`src/rtl/core_if_stage.sv`:
```
// Instruction fetch stage: owns the fetch PC, issues single-outstanding requests on the
// instruction bus and holds one fetched instruction for decode.
module core_if_stage #(
  parameter logic [31:0] RESET_PC  = 32'h0000_0000,
  parameter logic [31:0] INSTR_NOP = 32'h0000_0013
) (
  input  logic        i_clk,
  input  logic        i_rst,
  input  logic        i_stall,
  input  logic        i_redirect,
  input  logic [31:0] i_redirect_pc,
  output logic        o_bus_req,
  output logic [31:0] o_bus_addr,
  input  logic        i_bus_gnt,
  input  logic        i_bus_rvalid,
  input  logic [31:0] i_bus_rdata,
  input  logic        i_bus_err,
  output logic [31:0] o_instr,
  output logic [31:0] o_pc,
  output logic        o_instr_valid,
  output logic        o_fault
);

  typedef enum logic [1:0] {StIdle, StReq, StWait} state_e;

  state_e      r_state, w_state_nxt;
  logic [31:0] r_fetch_pc, w_fetch_pc_nxt;
  logic [31:0] r_req_pc, w_req_pc_nxt;
  logic        r_discard, w_discard_nxt;
  logic [31:0] r_instr, w_instr_nxt;
  logic [31:0] r_pc, w_pc_nxt;
  logic        r_valid, w_valid_nxt;
  logic        r_fault, w_fault_nxt;

  logic        w_req;
  logic        w_load;
  logic [31:0] w_target;

  // Only request when the output register is guaranteed free by the time data returns.
  assign w_req    = (r_state == StReq) && (!r_valid || !i_stall);
  assign w_load   = (r_state == StWait) && i_bus_rvalid && !r_discard && !i_redirect;
  assign w_target = i_redirect_pc & 32'hFFFF_FFFC;

  always_comb begin
    w_state_nxt    = r_state;
    w_fetch_pc_nxt = r_fetch_pc;
    w_req_pc_nxt   = r_req_pc;
    w_discard_nxt  = r_discard;
    unique case (r_state)
      StIdle: begin
        w_state_nxt = StReq;
        if (i_redirect) w_fetch_pc_nxt = w_target;
      end
      StReq: begin
        if (w_req && i_bus_gnt) begin
          w_req_pc_nxt   = r_fetch_pc;
          w_fetch_pc_nxt = r_fetch_pc + 32'd4;
          w_state_nxt    = StWait;
          // Granted request belongs to the old path; drop its response.
          if (i_redirect) w_discard_nxt = 1'b1;
        end
        if (i_redirect) w_fetch_pc_nxt = w_target;
      end
      StWait: begin
        if (i_bus_rvalid) begin
          w_discard_nxt = 1'b0;
          w_state_nxt   = StReq;
        end else if (i_redirect) begin
          w_discard_nxt = 1'b1;
        end
        if (i_redirect) w_fetch_pc_nxt = w_target;
      end
      default: w_state_nxt = StIdle;
    endcase
  end

  always_comb begin
    w_instr_nxt = r_instr;
    w_pc_nxt    = r_pc;
    w_valid_nxt = r_valid;
    w_fault_nxt = r_fault;
    if (i_redirect) begin
      w_valid_nxt = 1'b0;
      w_instr_nxt = INSTR_NOP;
      w_fault_nxt = 1'b0;
    end else if (w_load) begin
      w_instr_nxt = i_bus_err ? INSTR_NOP : i_bus_rdata;
      w_pc_nxt    = r_req_pc;
      w_fault_nxt = i_bus_err;
      w_valid_nxt = 1'b1;
    end else if (r_valid && !i_stall) begin
      w_valid_nxt = 1'b0;
    end
  end

  always_ff @(posedge i_clk) begin
    if (i_rst) begin
      r_state    <= StIdle;
      r_fetch_pc <= RESET_PC;
      r_req_pc   <= RESET_PC;
      r_discard  <= 1'b0;
      r_instr    <= INSTR_NOP;
      r_pc       <= RESET_PC;
      r_valid    <= 1'b0;
      r_fault    <= 1'b0;
    end else begin
      r_state    <= w_state_nxt;
      r_fetch_pc <= w_fetch_pc_nxt;
      r_req_pc   <= w_req_pc_nxt;
      r_discard  <= w_discard_nxt;
      r_instr    <= w_instr_nxt;
      r_pc       <= w_pc_nxt;
      r_valid    <= w_valid_nxt;
      r_fault    <= w_fault_nxt;
    end
  end

  assign o_bus_req     = w_req;
  assign o_bus_addr    = r_fetch_pc;
  assign o_instr       = r_instr;
  assign o_pc          = r_pc;
  assign o_instr_valid = r_valid;
  assign o_fault       = r_fault;

endmodule

```
`config.mk`:
```
export PLATFORM = sky130hd
export DESIGN_NAME = core_if_stage
export DESIGN_NICKNAME = d
export VERILOG_FILES = /design/src/rtl/core_if_stage.sv
export SDC_FILE = /design/constraint.sdc
export NUM_CORES = 1
export LEC_CHECK = 0
export BUFFER_PORTS_ARGS = -buffer_cell sky130_fd_sc_hd__buf_2
export CAP_MARGIN = 20
export CORE_AREA = 2 2 108 110
export DETAILED_ROUTE_END_ITERATION = 8
export DIE_AREA = 0 0 110 112
export PLACE_DENSITY = 0.85
export SLEW_MARGIN = 40
export SYNTH_ARGS = -nofsm -noshare
export SYNTH_HDL_FRONTEND = slang
export SYNTH_SLANG_ARGS = --single-unit
export TNS_END_PERCENT = 1
```
`constraint.sdc`:
```
create_clock -name i_clk -period 2.8 [get_ports i_clk]
set_clock_uncertainty 0.1 [all_clocks]
set_input_delay 0.56 -clock i_clk [delete_from_list [all_inputs] [get_ports i_clk]]
set_output_delay 0.56 -clock i_clk [all_outputs]
set_load 0.01 [all_outputs]
```
==> Word-level counts from Yosys, hierarchy flattened <==
Index checks and enable logic that the tools add are counted.
{ "totals": {"regBits": 133, "out_inout_bits": 99} }
{ "op_classes": {"bitwise": 1, "add_sub_neg": 1, "n_reduce_logical": 22, "n_eq_ne": 6, "mux": 14} }
{ "op_table": {"columns": ["operator", "n"], "rows": [
  ["$mux 32", 4],
  ["$pmux 32 s2", 1],
  ["$add 32x3->32 const B", 1],
  ["$reduce_and 2->1", 4],
  ["$logic_and 1x1->1", 6],
  ["$pmux 2 s3", 1],
  ["$reduce_bool 2->1", 3],
  ["$mux 1", 5],
  ["$logic_not 1->1", 4],
  ["$mux 2", 2],
  ["$ne 2x1->1 const B", 2],
  ["$reduce_or 2->1", 2],
  ["$ne 3x2->1 const B", 1],
  ["$reduce_and 3->1", 1],
  ["$eq 2x1->1 const B", 1],
  ["$eq 2x2->1 const B", 1],
  ["$logic_not 2->1", 1],
  ["$ne 2x2->1 const B", 1],
  ["$pmux 1 s2", 1],
  ["$logic_or 1x1->1", 1],
  ["$not 1->1", 1]
]} }

==> Depth between registers and ports, before layout <==
{ "depth": {"ltp_word": 7, "mapped_depth": 9} }

==> Least setup slack after synthesis <==
Ideal clock, no wire load.
{ "synth_timing": {"path_kind": "register -> register", "from": "register r_fetch_pc[2], in the netlist o_bus_addr[2]", "to": "register r_fetch_pc[28], in the netlist o_bus_addr[28]", "path_stages_with_launch": 6, "synth_period_minus_slack_ns": 2.036, "required_time_ns": 2.578, "path_slack_ns": 0.764, "arrival_time_ns": 1.814, "setup_time_ns": 0.122, "n_path_buf": 0, "cell_sequence": "dfxtp_1 > ha_1 > nand3_1 > nor4_1 > nand4b_1 > a221o_1"} }
{ "synth_between": {"elab_chain_cells": 4} }
{ "synth_rtl": {"columns": ["element", "line_no", "rtl"], "rows": [
  ["from (decl)", "27", "logic [31:0] r_fetch_pc, w_fetch_pc_nxt;"],
  ["from (signal assigned)", "108", "r_fetch_pc <= w_fetch_pc_nxt;"],
  ["$add 32x3->32", "57", "w_fetch_pc_nxt = r_fetch_pc + 32'd4;"],
  ["$mux 32", "55", "if (w_req && i_bus_gnt) begin"],
  ["$mux 32", "62", "if (i_redirect) w_fetch_pc_nxt = w_target;"],
  ["$pmux 32 s2", "49", "unique case (r_state)"]
]} }
Every way passes these cells. The select of a mux whose other input is x is not followed.
A chain may end at the register's enable or synchronous reset.

==> Worst setup path in the final report <==
{ "layout_timing": {"from": "register r_fetch_pc[2], in the netlist o_bus_addr[2]", "to": "register r_fetch_pc[26], in the netlist o_bus_addr[26]"} }
The elaborated chain is that of the path after synthesis.

==> results.yml <==
run_status:
  status: "complete, no violations"
global_routing:
  via_count_of_the_first_global_routing_pass: 5197
  grt_start_max_net_pins: 71
  grt.overflow.total: 0
  grt_util_all_layers: 0.2529
  grt_first_pass_wirelength_um: 24800
  antenna_found_initial: 0
place:
  routabilityCongestion: 0.9186
  place.detailed.hpwl_um: 10470
  place.port_buffers: 163
  numPlacedInstances: 979
  post_dp_cell_area_mm2: 0.006477
critical_path:
  worst-endpoint-arrival_ns: 2.61
  cp_buf_inv_count: 0
  start_kind: "flip-flop"
  timing.rr.start: "o_bus_addr[2]"
  timing.critical_path.slowest_stage_cell: "or4_1"
  worst_setup_path_end_kind: "flip-flop"
  path_cells: "ha_1 > nand3_1 > nor2_1 > nand4_2 > or4_1 > a31oi_1"
  critPathKind: "flip-flop to flip-flop"
  data_required_critical_path_ns: 3.03
  worst_setup_path_startpoint: "o_bus_addr[2]"
  cp_top_family: "simple AND/OR/NAND/NOR gates"
  timing.critical_path.slowest_cell_delay_ns: 0.53
  timing.critical_path.fanout_max: 8
clocking:
  h-tree-depth: 4
  clock_latency_ns: 0.41
  root_buffer: "clkbuf_16"
  postCtsSetupRepairBufs: 0
  cts_made_buffers: 17
  cts.path.max_buffers: 2
  numClockSinks: 127
  cts_resized: 0
  clk_pin_slew_ns: 0.06
  clock_tree_from_tritoncts: "built"
  cts-hold-fix-buffers: 0
final_layout:
  final_common_cell: "nand2_1"
  layout_cells_sized_above_1: 0.2523
  mostFrequentLayoutCells: "nand2_1, buf_2, dfxtp_1, a21oi_1, nor2_1"
  antenna_cells_inserted: 0
  multi_input_comb_area_mm2: 0.002774
  finalNonFillerCells: 1011
  layout.filler_cells: 975
  nets: 927
  post-route-util: 0.6351
  syn_to_final_growth_pct: 27.43
  area.sequential_mm2: 0.002542
  stdcell_area_mm2: 0.007097
hold_path:
  worstHoldPathType: "primary input to flip-flop"
  hold_path_startpoint: "i_redirect_pc[3]"
drt:
  route.detailed.drc: 0
  wl_per_cell_um: 15.46
  wirelength_um: 15630
  via_per_inst: 5.741
  detailedRoute.firstPassIterationCount: 6
  dr_total_vias: 5804
  drtIter0Drc: 635
  postRouteAntennaNets: 0
sta:
  fin_crit_ns: 2.385
  slew-limit-headroom: 0.6258
  worst_slew_pin_slew_ns: 0.5614
  timing_max_transition_violations_final: 0
  report.final.setup_viol: 0
  tns_ns: 0
  fmax_mhz: 419.3
  rsz0062_at_grt: "no"
  final-hold-violation-count: 0
  period_share: 0.8517
floorplan:
  floorplan.core_area_mm2: 0.01117
  chipHeight_um: 112
  fp.dieW_um: 110
  initial_core_util: 0.4984
  placementRows: 39
  full_die_area_mm2: 0.01232
  ioPinCount: 170
power_and_ir_drop:
  peakVddDrop_mv: 0.3317
  power_leakage_nw: 2.885
  p_total_w: 0.004607
  power_per_cell_area_mw_per_mm2: 649.2
flow_run:
  drv.max_cap_violation_count: 0
synth:
  yosysWarnings: 0
  number_of_synthesized_flops_with_an_enable_pin: 0
  netlist_instances: 719
  postSynthAreaPerCell_um2: 7.746
  synthesis.area_mm2: 0.005569
  synth-seq-area-share: 0.4565
  ys_seq_elements: 127
  synthFlopType: "dfxtp_1"
  asyncSetResetFlopFracSynth: 0
  post_synth_num_cell_types: 57
worst paths after layout:
check,end,slack [ns],cells past startpoint
setup reg to reg,o_bus_addr[26],0.42,6
setup / recovery,o_bus_addr[26],0.42,6
hold / removal,o_bus_addr[3],0.31,3
hold reg to reg,o_instr[13],0.35,2
Yosys cell counts, types with 2 or more instances:
library cell | instances | area (µm²)
a31oi_1 | 8 | 50.05
nand4_2 | 2 | 25.02
clkbuf_1 | 48 | 180.2
or4_1 | 3 | 22.52
a32oi_1 | 3 | 26.28
nand4_1 | 8 | 50.05
and2_1 | 5 | 31.28
buf_2 | 8 | 40.04
a22oi_1 | 4 | 30.03
buf_1 | 2 | 7.510
nor4b_1 | 3 | 26.28
o21ai_0 | 27 | 135.1
inv_1 | 5 | 18.77
mux2i_1 | 2 | 20.02
o41ai_1 | 2 | 17.52
and3_1 | 10 | 62.56
a211oi_1 | 3 | 22.52
a32o_1 | 4 | 40.04
a21oi_1 | 120 | 600.6
nor2_1 | 30 | 112.6
nand2b_1 | 5 | 31.28
nand4b_1 | 2 | 17.52
a311oi_1 | 2 | 17.52
nor3b_1 | 3 | 22.52
nand3b_1 | 29 | 217.7
a2111oi_0 | 2 | 17.52
o31ai_1 | 2 | 15.01
nor3_1 | 8 | 40.04
nand3_1 | 10 | 50.05
a21o_1 | 4 | 30.03
nor2b_1 | 2 | 12.51
buf_4 | 4 | 30.03
o22ai_1 | 2 | 12.51
nor4_1 | 12 | 75.07
o2bb2ai_1 | 2 | 17.52
and4_1 | 2 | 17.52
dfxtp_1 | 127 | 2542
or2_2 | 2 | 12.51
nand2_1 | 184 | 690.7
flip-flops by register name, summed over array words and instances, names as in the netlist:
signal	flops
o_instr	32
o_bus_addr	30
o_pc	30
r_req_pc	30
r_state	2
o_fault	1
o_instr_valid	1
r_discard	1
routing by layer:
metal | global-route usage | routed length (µm) | vias to the layer above
li1 | - | - | 2796
met1 | 0.3359 | 6521 | 2677
met2 | 0.3959 | 7153 | 304
met3 | 0.05972 | 1666 | 27
met4 | 0.09536 | 287 | 0
met5 | 0 | 0 | -
per-stage QoR:
| stage | setup slack, ns | hold WS (ns) |
|---|---|---|
| global route | 0.3028 | 0.3184 |
| finish | 0.4152 | 0.3098 |
| global placement | 0.4886 | 0.3364 |
| floorplan | 0.7639 | 0.3321 |
| CTS | 0.4632 | 0.3033 |
| detailed placement | 0.5002 | 0.3419 |
cell families (layout without fill, tap and decap cells):
logic type	after synthesis	after routing	share of synthesized area
AND/OR/NAND/NOR	326	326	0.2858
flip-flops	127	127	0.4565
buffers and inverters	67	213	0.04965
adder cells (fa/ha/maj)	1	1	0.002246
other	1	4	0.0006734
AO/OA/AOI/OAI	195	195	0.2015
multiplexers	2	2	0.003595
power breakdown:
part,internal (W),switching [W]
Combinational,0.000151,0.000225
Sequential,0.00186,0.0000869
Clock,0.00144,0.000849
worst min-delay path, delay by kind of cell:
family                 cells  cell delay (ns)
AO/OA/AOI/OAI              1             0.07
AND/OR/NAND/NOR            1             0.04
buffers and inverters      1             0.09
final cells by class:
| cell class | instances | share of cell area |
|---|---|---|
| clock buffers | 18 | 0.06188 |
| clock inverters | 14 | 0.02539 |
| inverters | 5 | 0.002645 |
| multi-input cells | 528 | 0.3909 |
| flip-flops and latches | 127 | 0.3583 |
| well taps | 143 | 0.02521 |
| repair buffers | 176 | 0.1358 |
No activity file was read; power rests on OpenSTA's default activity.
